### config.mk
export PLATFORM = sky130hd
export DESIGN_NAME = cpu_run_ctrl
export DESIGN_NICKNAME = d
export VERILOG_FILES = /design/src/rtl/cpu_run_ctrl_pkg.sv /design/src/rtl/cpu_run_ctrl_key.sv /design/src/rtl/cpu_run_ctrl.sv
export SDC_FILE = /design/constraint.sdc
export NUM_CORES = 1
export LEC_CHECK = 0
export ABC_AREA = 1
export CORE_ASPECT_RATIO = 0.6
export CORE_MARGIN = 2
export CORE_UTILIZATION = 55
export DETAILED_ROUTE_END_ITERATION = 7
export PLACE_DENSITY_LB_ADDON = 0.25
export SKIP_CTS_REPAIR_TIMING = 1
export SLEW_MARGIN = 20
export SYNTH_ARGS = -nofsm -noshare
export SYNTH_HDL_FRONTEND = slang
export SYNTH_HIERARCHICAL = 1
export SYNTH_SLANG_ARGS = --single-unit
export TNS_END_PERCENT = 1
### constraint.sdc
create_clock -name CLK_28 -period 4.06 [get_ports CLK_28]
set_input_delay 0.812 -clock CLK_28 [delete_from_list [all_inputs] [get_ports CLK_28]]
set_output_delay 0.812 -clock CLK_28 [all_outputs]
set_load 0.005 [all_outputs]
### src/rtl/cpu_run_ctrl_pkg.sv
// rtl/cpu_run_ctrl_pkg.sv - shared constants and types for the CPU run controller
// Contents: clock-derived default timing constants, run-mode constants and
// the FSM state encoding also shown on the board LEDs.
package cpu_run_ctrl_pkg;

    localparam int CLK_HZ         = 28000000;
    localparam int DEF_DIV        = CLK_HZ / 10;   // 10 Hz AUTO tick
    localparam int DEF_DEB_CYCLES = CLK_HZ / 100;  // 10 ms key stability

    // Same meaning as the old swModo: 0 free-runs, 1 single-steps.
    localparam logic MODE_AUTO = 1'b0;
    localparam logic MODE_STEP = 1'b1;

    typedef enum logic [2:0] {
        ST_RESET  = 3'd0,
        ST_PAUSED = 3'd1,
        ST_RUN    = 3'd2,
        ST_HALTED = 3'd3,
        ST_BREAK  = 3'd4
    } run_state_t;

endpackage

### src/rtl/cpu_run_ctrl_key.sv
// rtl/cpu_run_ctrl_key.sv - synchronizer, debouncer and press pulse for one key
// Ports:
//   clk    in   board clock
//   rst_n  in   asynchronous active-low reset
//   raw    in   raw active-low key, asynchronous to clk
//   press  out  one-cycle pulse when the debounced level falls
module key_debounce
    import cpu_run_ctrl_pkg::*;
#(
    parameter int DEB_CYCLES = DEF_DEB_CYCLES
) (
    input  logic clk,
    input  logic rst_n,
    input  logic raw,
    output logic press
);

    localparam int CW = (DEB_CYCLES > 1) ? $clog2(DEB_CYCLES) : 1;

    logic          sync1;
    logic          sync2;
    logic          level;
    logic [CW-1:0] cnt;

    // The counter only runs while the synchronized input disagrees with the
    // debounced level, so any bounce back to the old level restarts it.
    always_ff @(posedge clk or negedge rst_n) begin
        if (!rst_n) begin
            sync1 <= 1'b1;
            sync2 <= 1'b1;
            level <= 1'b1;
            cnt   <= '0;
            press <= 1'b0;
        end else begin
            sync1 <= raw;
            sync2 <= sync1;
            press <= 1'b0;
            if (sync2 == level) begin
                cnt <= '0;
            end else if (cnt == CW'(DEB_CYCLES - 1)) begin
                level <= sync2;
                cnt   <= '0;
                press <= ~sync2;
            end else begin
                cnt <= cnt + 1'b1;
            end
        end
    end

endmodule

### src/rtl/cpu_run_ctrl.sv
// rtl/cpu_run_ctrl.sv - CPU execution controller (AUTO/STEP clock enable, reset, halt, breakpoint)
// Ports:
//   CLK_28, RST_N                      board clock, async active-low reset
//   key_step_n, key_run_n, key_rst_n   raw active-low keys
//   sw_modo                            raw mode switch (0 AUTO, 1 STEP)
//   halt_i, pc_i                       CPU halt level and current address
//   bp_en, bp_addr                     breakpoint control
//   cpu_ce, cpu_rst                    CPU clock enable and reset
//   clk_led, state_o, instr_cnt        status for the board
module cpu_run_ctrl
    import cpu_run_ctrl_pkg::*;
#(
    parameter int DIV        = DEF_DIV,
    parameter int DEB_CYCLES = DEF_DEB_CYCLES,
    parameter int RST_HOLD   = 16,
    parameter int AW         = 8
) (
    input  logic          CLK_28,
    input  logic          RST_N,
    input  logic          key_step_n,
    input  logic          key_run_n,
    input  logic          key_rst_n,
    input  logic          sw_modo,
    input  logic          halt_i,
    input  logic [AW-1:0] pc_i,
    input  logic          bp_en,
    input  logic [AW-1:0] bp_addr,
    output logic          cpu_ce,
    output logic          cpu_rst,
    output logic          clk_led,
    output logic [2:0]    state_o,
    output logic [15:0]   instr_cnt
);

    localparam int PW = $clog2(DIV);
    localparam int HW = (RST_HOLD > 1) ? $clog2(RST_HOLD) : 1;

    logic          step_press;
    logic          run_press;
    logic          rst_press;
    logic          mode_s1;
    logic          mode;
    logic [PW-1:0] presc;
    logic [HW-1:0] hold_cnt;
    logic          skip_bp;
    run_state_t    state;

    logic tick;
    logic bp_hit;
    logic ce_slot;
    logic go_halt;
    logic fire;

    key_debounce #(.DEB_CYCLES(DEB_CYCLES)) u_step (
        .clk(CLK_28), .rst_n(RST_N), .raw(key_step_n), .press(step_press)
    );
    key_debounce #(.DEB_CYCLES(DEB_CYCLES)) u_run (
        .clk(CLK_28), .rst_n(RST_N), .raw(key_run_n), .press(run_press)
    );
    key_debounce #(.DEB_CYCLES(DEB_CYCLES)) u_rst (
        .clk(CLK_28), .rst_n(RST_N), .raw(key_rst_n), .press(rst_press)
    );

    always_ff @(posedge CLK_28 or negedge RST_N) begin
        if (!RST_N) begin
            mode_s1 <= MODE_AUTO;
            mode    <= MODE_AUTO;
        end else begin
            mode_s1 <= sw_modo;
            mode    <= mode_s1;
        end
    end

    assign tick    = (presc == PW'(DIV - 1));
    assign bp_hit  = bp_en && (pc_i == bp_addr) && !skip_bp;
    assign state_o = state;

    // ce_slot marks a cycle in which an instruction would be issued if
    // nothing of higher priority intervened; halt_i is only sampled there.
    always_comb begin
        ce_slot = 1'b0;
        case (state)
            ST_PAUSED: ce_slot = step_press && !(run_press && mode == MODE_AUTO);
            ST_RUN:    ce_slot = tick;
            ST_BREAK:  ce_slot = step_press && !run_press;
            default:   ce_slot = 1'b0;
        endcase
    end

    assign go_halt = ce_slot && halt_i;
    assign fire    = ce_slot && !halt_i &&
                     !(state == ST_RUN && (bp_hit || run_press || mode == MODE_STEP));

    always_ff @(posedge CLK_28 or negedge RST_N) begin
        if (!RST_N) begin
            state     <= ST_RESET;
            cpu_rst   <= 1'b1;
            cpu_ce    <= 1'b0;
            clk_led   <= 1'b0;
            instr_cnt <= '0;
            presc     <= '0;
            hold_cnt  <= '0;
            skip_bp   <= 1'b0;
        end else begin
            cpu_ce <= 1'b0;
            if (rst_press) begin
                state     <= ST_RESET;
                cpu_rst   <= 1'b1;
                hold_cnt  <= '0;
                instr_cnt <= '0;
                presc     <= '0;
                skip_bp   <= 1'b0;
            end else if (go_halt) begin
                state <= ST_HALTED;
                presc <= '0;
            end else begin
                if (fire) begin
                    cpu_ce    <= 1'b1;
                    instr_cnt <= instr_cnt + 16'd1;
                    clk_led   <= ~clk_led;
                    skip_bp   <= 1'b0;
                end
                case (state)
                    ST_RESET: begin
                        if (hold_cnt == HW'(RST_HOLD - 1)) begin
                            cpu_rst  <= 1'b0;
                            hold_cnt <= '0;
                            state    <= (mode == MODE_AUTO) ? ST_RUN : ST_PAUSED;
                        end else begin
                            hold_cnt <= hold_cnt + 1'b1;
                        end
                    end
                    ST_PAUSED: begin
                        if (run_press && mode == MODE_AUTO) begin
                            state <= ST_RUN;
                            presc <= '0;
                        end
                    end
                    ST_RUN: begin
                        if (tick && bp_hit) begin
                            state <= ST_BREAK;
                            presc <= '0;
                        end else if (run_press || mode == MODE_STEP) begin
                            state <= ST_PAUSED;
                            presc <= '0;
                        end else if (tick) begin
                            presc <= '0;
                        end else begin
                            presc <= presc + 1'b1;
                        end
                    end
                    ST_BREAK: begin
                        if (run_press) begin
                            skip_bp <= 1'b1;
                            state   <= ST_RUN;
                            presc   <= '0;
                        end
                    end
                    ST_HALTED: begin
                    end
                    default: begin
                        state    <= ST_RESET;
                        cpu_rst  <= 1'b1;
                        hold_cnt <= '0;
                    end
                endcase
            end
        end
    end

endmodule
==> results.json, run 1 <==
{
  "worst-path-buf-inv": 1,
  "totalWireLength_um": 16800,
  "setup_tns_ns": 0,
  "syn-num-nets": 905,
  "synthAdderAreaFrac": 0.0107,
  "yosys_warnings": 6,
  "cts_tree": "done",
  "cts-root-buf": "clkbuf_16",
  "r2r_end": "state_o[0]",
  "row_count": 31,
  "cts_buffer_depth": 2,
  "h-tree-depth": 4,
  "crit_arrival_ns": 1.60,
  "critPathLaunchType": "flip-flop",
  "die_w_um": 150,
  "critPathRequiredTime_ns": 3.25,
  "setup_viol": 0,
  "synth-edff-count": 0,
  "grt_max_degree": 67,
  "dpl_cell_area_um2": 7660,
  "ant_nets": 0,
  "die_area_um2": 13700,
  "r2r_cells": 14,
  "track_usage": 0.267,
  "start_util": 0.574,
  "final_common_cell": "nand2_1",
  "finalWeightedCongestion": 0.955,
  "crit_path_max_incr_delay_ns": 0.60,
  "r2r-start": "presc[0]",
  "clock_latency_ns": 0.41,
  "setup_ws_ns": 1.65,
  "fin_skew_ns": 0.0144,
  "ys_seq_area_frac": 0.429,
  "dp_hpwl_um": 11700,
  "synthesis.instances": 875,
  "fin_area_um2": 8340,
  "drc": 0,
  "nets": 960,
  "min_period_ns": 2.41,
  "drt_iter0_markers": 652,
  "io_pins": 46,
  "antenna_found_initial": 0,
  "max_slew.worst_pin.slew_ns": 0.713,
  "layout_common_cells": "nand2_1 (173), nor2_1 (132), dfrtp_1 (110)",
  "synth_flop_cell": "dfrtp_1",
  "pwr_density_cell_nw_per_um2": 430,
  "path_cells": "clkdlybuf4s50_1",
  "crit_path_max_fanout": 6,
  "avgSynthCellArea_um2": 8.04,
  "cp.depth": 1,
  "cp-endpoint": "state_o[2]",
  "area_growth_pct": 18.5,
  "die_h_um": 91.6,
  "yosys.area_share.simple": 0.365,
  "status": "finished, final reports clean",
  "synth_mux_area_frac": 0,
  "place.port_buffers": 45,
  "reg2reg_slack_ns": 1.67,
  "synth_top_family_by_area": "simple AND/OR/NAND/NOR gates",
  "path_class": "reg -> out",
  "diodes": 0,
  "core_area_um2": 12300,
  "synth.distinct_cells": 43,
  "grt_pass1_wl_um": 28600,
  "path_clk_slew_ns": 0.06,
  "grt_pass1_vias": 5578,
  "vdd.ir_drop.worst_uv": 337,
  "async_flop_share": 1.00,
  "via_count": 6028,
  "pre_cts_slack_ns": 1.28,
  "period_share": 0.594,
  "finalHoldViolations": 0,
  "synth_xor_area_frac": 0.0766,
  "fmax_ghz": 0.414,
  "drive_gt1_frac": 0.129,
  "synth_area_um2": 7040,
  "slowest_stage": "dfrtp_1",
  "p_leak_nw": 3.68,
  "slew_violations": 0,
  "slew_headroom": 0.525,
  "rsz0062_at_grt": "false",
  "cts.sinks": 120,
  "avgRoutedWirePerCell_um": 15.1,
  "fill_cells": 965,
  "synth_seq_cells": 120,
  "worstHoldPathType": "reg -> reg",
  "drtPass1Iterations": 5,
  "worst_setup_path_end_kind": "output port",
  "overflow": 0,
  "crit_family": "flip-flops",
  "via_per_inst": 5.44,
  "drv_cap": 0,
  "synth_compound_area_frac": 0.0583,
  "crit_start": "state_o[2]",
  "cts-buffers-inserted": 17
}
-- worst min path at each step --
stage / start / to / slack, ns / cells after the start
floorplan: mode_s1 / mode / 0.33 / 0
global placement: mode_s1 / mode / 0.33 / 0
detailed placement: mode_s1 / mode / 0.35 / 0
CTS: mode_s1 / mode / 0.36 / 0
global route: u_rst/sync1 / u_rst/sync2 / 0.36 / 0
finish: mode_s1 / mode / 0.35 / 0
-- routing by layer --
layer / GRT usage / part of all wire
met5: 0 / 0
met1: 0.437 / 0.51
met4: 0.0700 / 0.0050
met3: 0.0736 / 0.097
met2: 0.336 / 0.38
-- power by group --
group / leakage (nW) / total, mW / switching, mW / internal [mW]
Sequential: 1.62 / 1.33 / 0.0718 / 1.26
Combinational: 1.74 / 0.505 / 0.336 / 0.169
Clock: 0.324 / 1.75 / 0.576 / 1.17
-- through the flow --
stage	util	hold slack (ns)	std cells	power, mW
2_1_floorplan	-	0.331	875	1.66
3_3_place_gp	0.625	0.334	1076	1.83
3_5_place_dp	0.625	0.346	1076	1.84
4_1_cts	0.680	0.355	1108	3.61
5_1_grt	0.680	0.360	1108	3.76
6_report	0.680	0.353	1108	3.59
-- area by class of cell --
| cell class | instances | area, um2 | share of cell area |
|---|---|---|---|
| timing repair buffer | 47 | 475 | 0.0570 |
| clock buffer | 18 | 439 | 0.0527 |
| sequential | 120 | 3020 | 0.362 |
| inverter | 99 | 372 | 0.0446 |
| clock inverter | 14 | 243 | 0.0291 |
| multi-input combinational | 645 | 3590 | 0.430 |
| tap | 165 | 206 | 0.0248 |
-- flip-flops by register name, indices dropped and copies added (netlist names), 3 cells and up --
register	cells
u_step/cnt	19
state_o	3
u_rst/cnt	19
presc	22
hold_cnt	4
instr_cnt	16
u_run/cnt	19
-- logic make-up (layout without fill, tap and decap cells) --
group                    after synthesis  count (layout)
AND/OR/NAND/NOR                      508             508
flip-flops                           120             120
buffers and inverters                110             178
AO/OA/AOI/OAI                         72              72
XOR/XNOR                              59              59
adder cells (fa/ha/maj)                6               6
-- Yosys cell counts (all sizes together), types with 8 or more instances --
cell	instances	area, um2
a21oi	18	101
dfrtp	110	2750
dfstp	10	263
inv	99	372
nand2	193	835
nand3	95	531
nand4	26	169
nor2	160	781
nor3	24	180
o21ai	37	185
o22ai	8	50.1
xnor2	16	140
xor2	43	399
Note: power is estimated with default switching activity, not from simulation.
==> inputs of run 2 (changes only) <==
--- a/config.mk
+++ b/config.mk
@@ -8,7 +8,7 @@
 export ABC_AREA = 1
 export CORE_ASPECT_RATIO = 0.6
 export CORE_MARGIN = 2
-export CORE_UTILIZATION = 55
+export CORE_UTILIZATION = 54
 export DETAILED_ROUTE_END_ITERATION = 7
 export PLACE_DENSITY_LB_ADDON = 0.25
 export SKIP_CTS_REPAIR_TIMING = 1
==> constraint.sdc (replaced) <==
create_clock -name CLK_28 -period 2 [get_ports CLK_28]
set_input_delay 0.4 -clock CLK_28 [delete_from_list [all_inputs] [get_ports CLK_28]]
set_output_delay 0.4 -clock CLK_28 [all_outputs]
set_load 0.005 [all_outputs]
==> results.json, run 2 (synthesis results as in run 1) <==
{
  "worstHoldPathType": "reg -> reg",
  "via_count": 6182,
  "path_cells": "buf_4, nand2_1, nor2_1, nand2_1, nor4_1, nand2b_1, nand4_1, o21ai_0",
  "totalWireLength_um": 16600,
  "rsz0062_at_grt": "true",
  "crit_path_max_fanout": 5,
  "drtPass1Iterations": 5,
  "track_usage": 0.252,
  "antenna_found_initial": 0,
  "drv_cap": 0,
  "clock_latency_ns": 0.41,
  "path_class": "reg -> reg",
  "fmax_ghz": 0.517,
  "crit_path_frequent_cell": "nand2_1",
  "row_count": 32,
  "dp_hpwl_um": 12000,
  "drt_iter0_markers": 534,
  "place.port_buffers": 45,
  "whs_ns": 0.350,
  "cts.sinks": 120,
  "path_clk_slew_ns": 0.06,
  "min_period_ns": 1.93,
  "crit_path_max_incr_delay_ns": 0.47,
  "core_area_um2": 12800,
  "p_leak_nw": 3.85,
  "slowest_stage": "nor4_1",
  "pre_cts_slack_ns": -0.197,
  "drc": 0,
  "area_growth_pct": 22.9,
  "r2r_cells": 8,
  "slew_headroom": 0.602,
  "setup_tns_ns": 0,
  "grt_pass1_wl_um": 27700,
  "fin_skew_ns": 0.0107,
  "h-tree-depth": 4,
  "via_per_inst": 5.37,
  "start_util": 0.551,
  "critPathRequiredTime_ns": 2.31,
  "crit_arrival_ns": 2.24,
  "largest_reg_flops": 22,
  "nets": 998,
  "worst_setup_path_end_kind": "flip-flop",
  "ant_nets": 0,
  "hold_depth": 0,
  "slew_violations": 0,
  "avgRoutedWirePerCell_um": 14.4,
  "layout_common_cells": "nand2_1 (170), nor2_1 (132), dfrtp_1 (109)",
  "cts_buffer_depth": 2,
  "vdd.ir_drop.worst_uv": 611,
  "pwr_density_cell_nw_per_um2": 825,
  "die_w_um": 151,
  "period_share": 0.967,
  "grt_pass1_vias": 5614,
  "status": "finished, final reports clean",
  "setup_viol": 0,
  "max_slew.worst_pin.slew_ns": 0.591,
  "grt_max_degree": 35,
  "cts-buffers-inserted": 17,
  "io_pins": 46,
  "diodes": 0,
  "die_area_um2": 14000,
  "drive_gt1_frac": 0.166,
  "overflow": 0,
  "finalWeightedCongestion": 0.941,
  "finalHoldViolations": 0,
  "cts_tree": "done",
  "critPathLaunchType": "flip-flop",
  "die_h_um": 92.4,
  "cts-root-buf": "clkbuf_16",
  "finalPower_mw": 7.14,
  "top_register": "presc",
  "final_common_cell": "nand2_1",
  "setup_ws_ns": 0.0665
}
-- run 2: cell count changes in the layout (fill, tap and decap cells not counted), sizes merged --
cell,change
buf,+37
clkbuf,+4
bufinv,-3
inv,-3
clkinv,+2
dlygate4sd3,+1
-- run 2: area by class of cell --
type	instances	area (um2)
sequential	120	3020
tap	170	213
inverter	99	372
fill	1019	4130
clock buffer	22	474
clock inverter	10	144
multi-input combinational	645	3640
timing repair buffer	85	788
-- run 2: worst paths after layout --
path / startpoint / end / slack [ns]
setup reg to reg: presc[7] / presc[16] / 0.07
max in group asynchronous: RST_N / u_step/sync1 / 0.90
setup / recovery: presc[7] / presc[16] / 0.07
hold / removal: u_step/sync1 / u_step/sync2 / 0.35
min in group asynchronous: RST_N / u_rst/cnt[15] / 0.49
hold reg to reg: u_step/sync1 / u_step/sync2 / 0.35
-- run 2: worst max-delay path, delay by kind of cell (launching register included) --
family          cells  cell delay [ns]
buf+inv             1             0.16
simple gates        6             1.08
flops               1             0.39
compound gates      1             0.21
-- run 2: per-layer routing --
layer / vias up / share of wire / global-route usage
met5: - / 0 / 0
met4: 0 / 0.0080 / 0.0537
met3: 15 / 0.085 / 0.0621
met2: 239 / 0.39 / 0.334
met1: 2910 / 0.51 / 0.407
li1: 3018 / - / -
-- run 2: through the flow --
step / util / cells / instance area [um2]
final: 0.677 / 1151 / 8650
after global routing: 0.677 / 1151 / 8650
after CTS: 0.669 / 1145 / 8550
after detailed placement: 0.621 / 1113 / 7930
after global placement: 0.621 / 1113 / 7930
after floorplan: - / 875 / 7040
-- run 2: where the power goes --
| part | internal (mW) | switching, mW |
|---|---|---|
| sequential | 2.56 | 0.114 |
| clock | 2.06 | 1.10 |
| combinational | 0.526 | 0.768 |
| total | 5.15 | 1.99 |
==> inputs of run 3 (changes only) <==
--- a/config.mk
+++ b/config.mk
@@ -10,6 +10,8 @@
 export CORE_MARGIN = 2
 export CORE_UTILIZATION = 54
 export DETAILED_ROUTE_END_ITERATION = 7
+export GPL_ROUTABILITY_DRIVEN = 1
+export MAX_ROUTING_LAYER = met4
 export PLACE_DENSITY_LB_ADDON = 0.25
 export SKIP_CTS_REPAIR_TIMING = 1
 export SLEW_MARGIN = 20
==> results.json, run 3 (synthesis results as in run 1) <==
{
  "status": "finished, violations left",
  "violations": "DRC, hold timing",
  "period_share": 0.965,
  "combPwrFrac": 0.178,
  "whs_ns": -0.0133,
  "vdd.ir_drop.worst_uv": 691,
  "crit_arrival_ns": 2.20,
  "top_register": "presc",
  "cts-buffers-inserted": 17,
  "wl_met1_um": 8500,
  "cts-root-buf": "clkbuf_16",
  "io_pins": 46,
  "diodes": 0,
  "max_slew.worst_pin.slew_ns": 0.410,
  "clkPwrFrac": 0.451,
  "h-tree-depth": 4,
  "critPathLaunchType": "flip-flop",
  "worstHoldPathType": "in -> async",
  "internal_power_mw": 5.23,
  "via_per_inst": 5.36,
  "slew_headroom": 0.726,
  "dp_hpwl_um": 11700,
  "drv_cap": 0,
  "slew_violations": 0,
  "avgRoutedWirePerCell_um": 14.5,
  "grt_pass1_vias": 5707,
  "layout_common_cells": "nand2_1 (171), nor2_1 (132), dfrtp_1 (108)",
  "die_area_um2": 14000,
  "drt_iter0_markers": 676,
  "finalPower_mw": 7.21,
  "worst-path-buf-inv": 1,
  "largest_reg_flops": 22,
  "grt_max_degree": 65,
  "p_sw_frac": 0.276,
  "clock_latency_ns": 0.41,
  "pwr_density_cell_nw_per_um2": 836,
  "via_count": 6171,
  "slowest_stage": "dfrtp_2",
  "antenna_found_initial": 0,
  "nets": 998,
  "net-switching-power_mw": 1.99,
  "drive_gt1_frac": 0.169,
  "final_common_cell": "nand2_1",
  "crit_path_max_incr_delay_ns": 0.41,
  "start_util": 0.551,
  "die_w_um": 151,
  "fill_cells": 1006,
  "row_count": 32,
  "place.port_buffers": 45,
  "finalWeightedCongestion": 0.953,
  "seq_power_share": 0.371,
  "grt_pass1_wl_um": 27900,
  "crit_family": "simple AND/OR/NAND/NOR gates",
  "critPathRequiredTime_ns": 2.27,
  "met2WireLength_um": 6530,
  "path_class": "reg -> reg",
  "ant_nets": 0,
  "core_area_um2": 12800,
  "path_clk_slew_ns": 0.06,
  "track_usage": 0.261,
  "fmax_ghz": 0.518,
  "overflow": 0,
  "register_area_um2": 3020,
  "crit_path_max_fanout": 7,
  "cts_tree": "done",
  "met3_wirelength_um": 1510,
  "fin_skew_ns": 0.0116,
  "cts_buffer_depth": 2,
  "path_cells": "nand2_1, nor2_1, nand2_1, nor2_4, nand3_4, nand2_2, nand2_2, nand2_4, nor2_4, buf_4, nand2_1, o21ai_0",
  "totalWireLength_um": 16700,
  "min_period_ns": 1.93,
  "setup_viol": 0,
  "highest_layer": "met4",
  "multi_input_area_um2": 3620,
  "crit_path_frequent_cell": "nand2_1",
  "reg2reg_slack_ns": 0.07,
  "worst_setup_path_end_kind": "flip-flop",
  "drtPass1Iterations": 8,
  "die_h_um": 92.4,
  "p_leak_nw": 3.85,
  "drc": 1,
  "cts.sinks": 120,
  "finalHoldViolations": 4,
  "area_growth_pct": 22.6
}
==> run 3: changes by cell type in the layout (fill, tap and decap cells not counted), moves of 2 or more <==
cell and delta:
nor2_4 -2, clkinv_2 +3, buf_4 +2, clkinv_4 -2, nor2_2 +2
==> run 3: cell type report <==
| cell class | instances | area share |
|---|---|---|
| Timing Repair Buffer | 85 | 0.0896 |
| Inverter | 99 | 0.0431 |
| Sequential cell | 120 | 0.350 |
| Clock buffer | 20 | 0.0529 |
| Tap cell | 170 | 0.0246 |
| Clock inverter | 12 | 0.0200 |
| Multi-Input combinational cell | 645 | 0.420 |
==> run 3: path summary, 6_finish.rpt <==
check / startpoint / to / depth (start not counted)
setup / recovery: presc[8] / presc[18] / 12
hold / removal: RST_N / u_rst/cnt[11] / 2
setup reg to reg: presc[8] / presc[18] / 12
hold reg to reg: u_step/sync1 / u_step/sync2 / 0
max in group asynchronous: RST_N / u_run/level / 2
min in group CLK_28: u_step/sync1 / u_step/sync2 / 0
==> run 3: metal layers <==
layer  GRT usage  vias to the layer above
met2       0.341                      265
li1            -                     3028
met3      0.0621                       17
met5           -                        -
met4      0.0545                        0
met1       0.408                     2861
==> run 3: power groups by stage <==
stage | registers [mW] | clock network (mW) | logic (mW)
6_report | 2.67 | 3.25 | 1.29
5_1_grt | 2.69 | 3.42 | 1.42
4_1_cts | 2.67 | 3.29 | 1.22
3_5_place_dp | 2.70 | 0 | 1.21
3_3_place_gp | 2.70 | 0 | 1.19
2_1_floorplan | 2.70 | 0 | 0.661
==> run 3: metrics by stage <==
step                 util  setup slack (ns)  cells  TNS [ns]  instance area, um2
detailed placement  0.620            -0.196   1114     -2.93                7930
finish              0.676            0.0707   1151         0                8630
CTS                 0.670           -0.0515   1146   -0.0995                8550
floorplan               -             0.177    875         0                7040
global route        0.676           -0.0390   1151    -0.148                8630
global placement    0.620            -0.123   1114     -1.87                7930
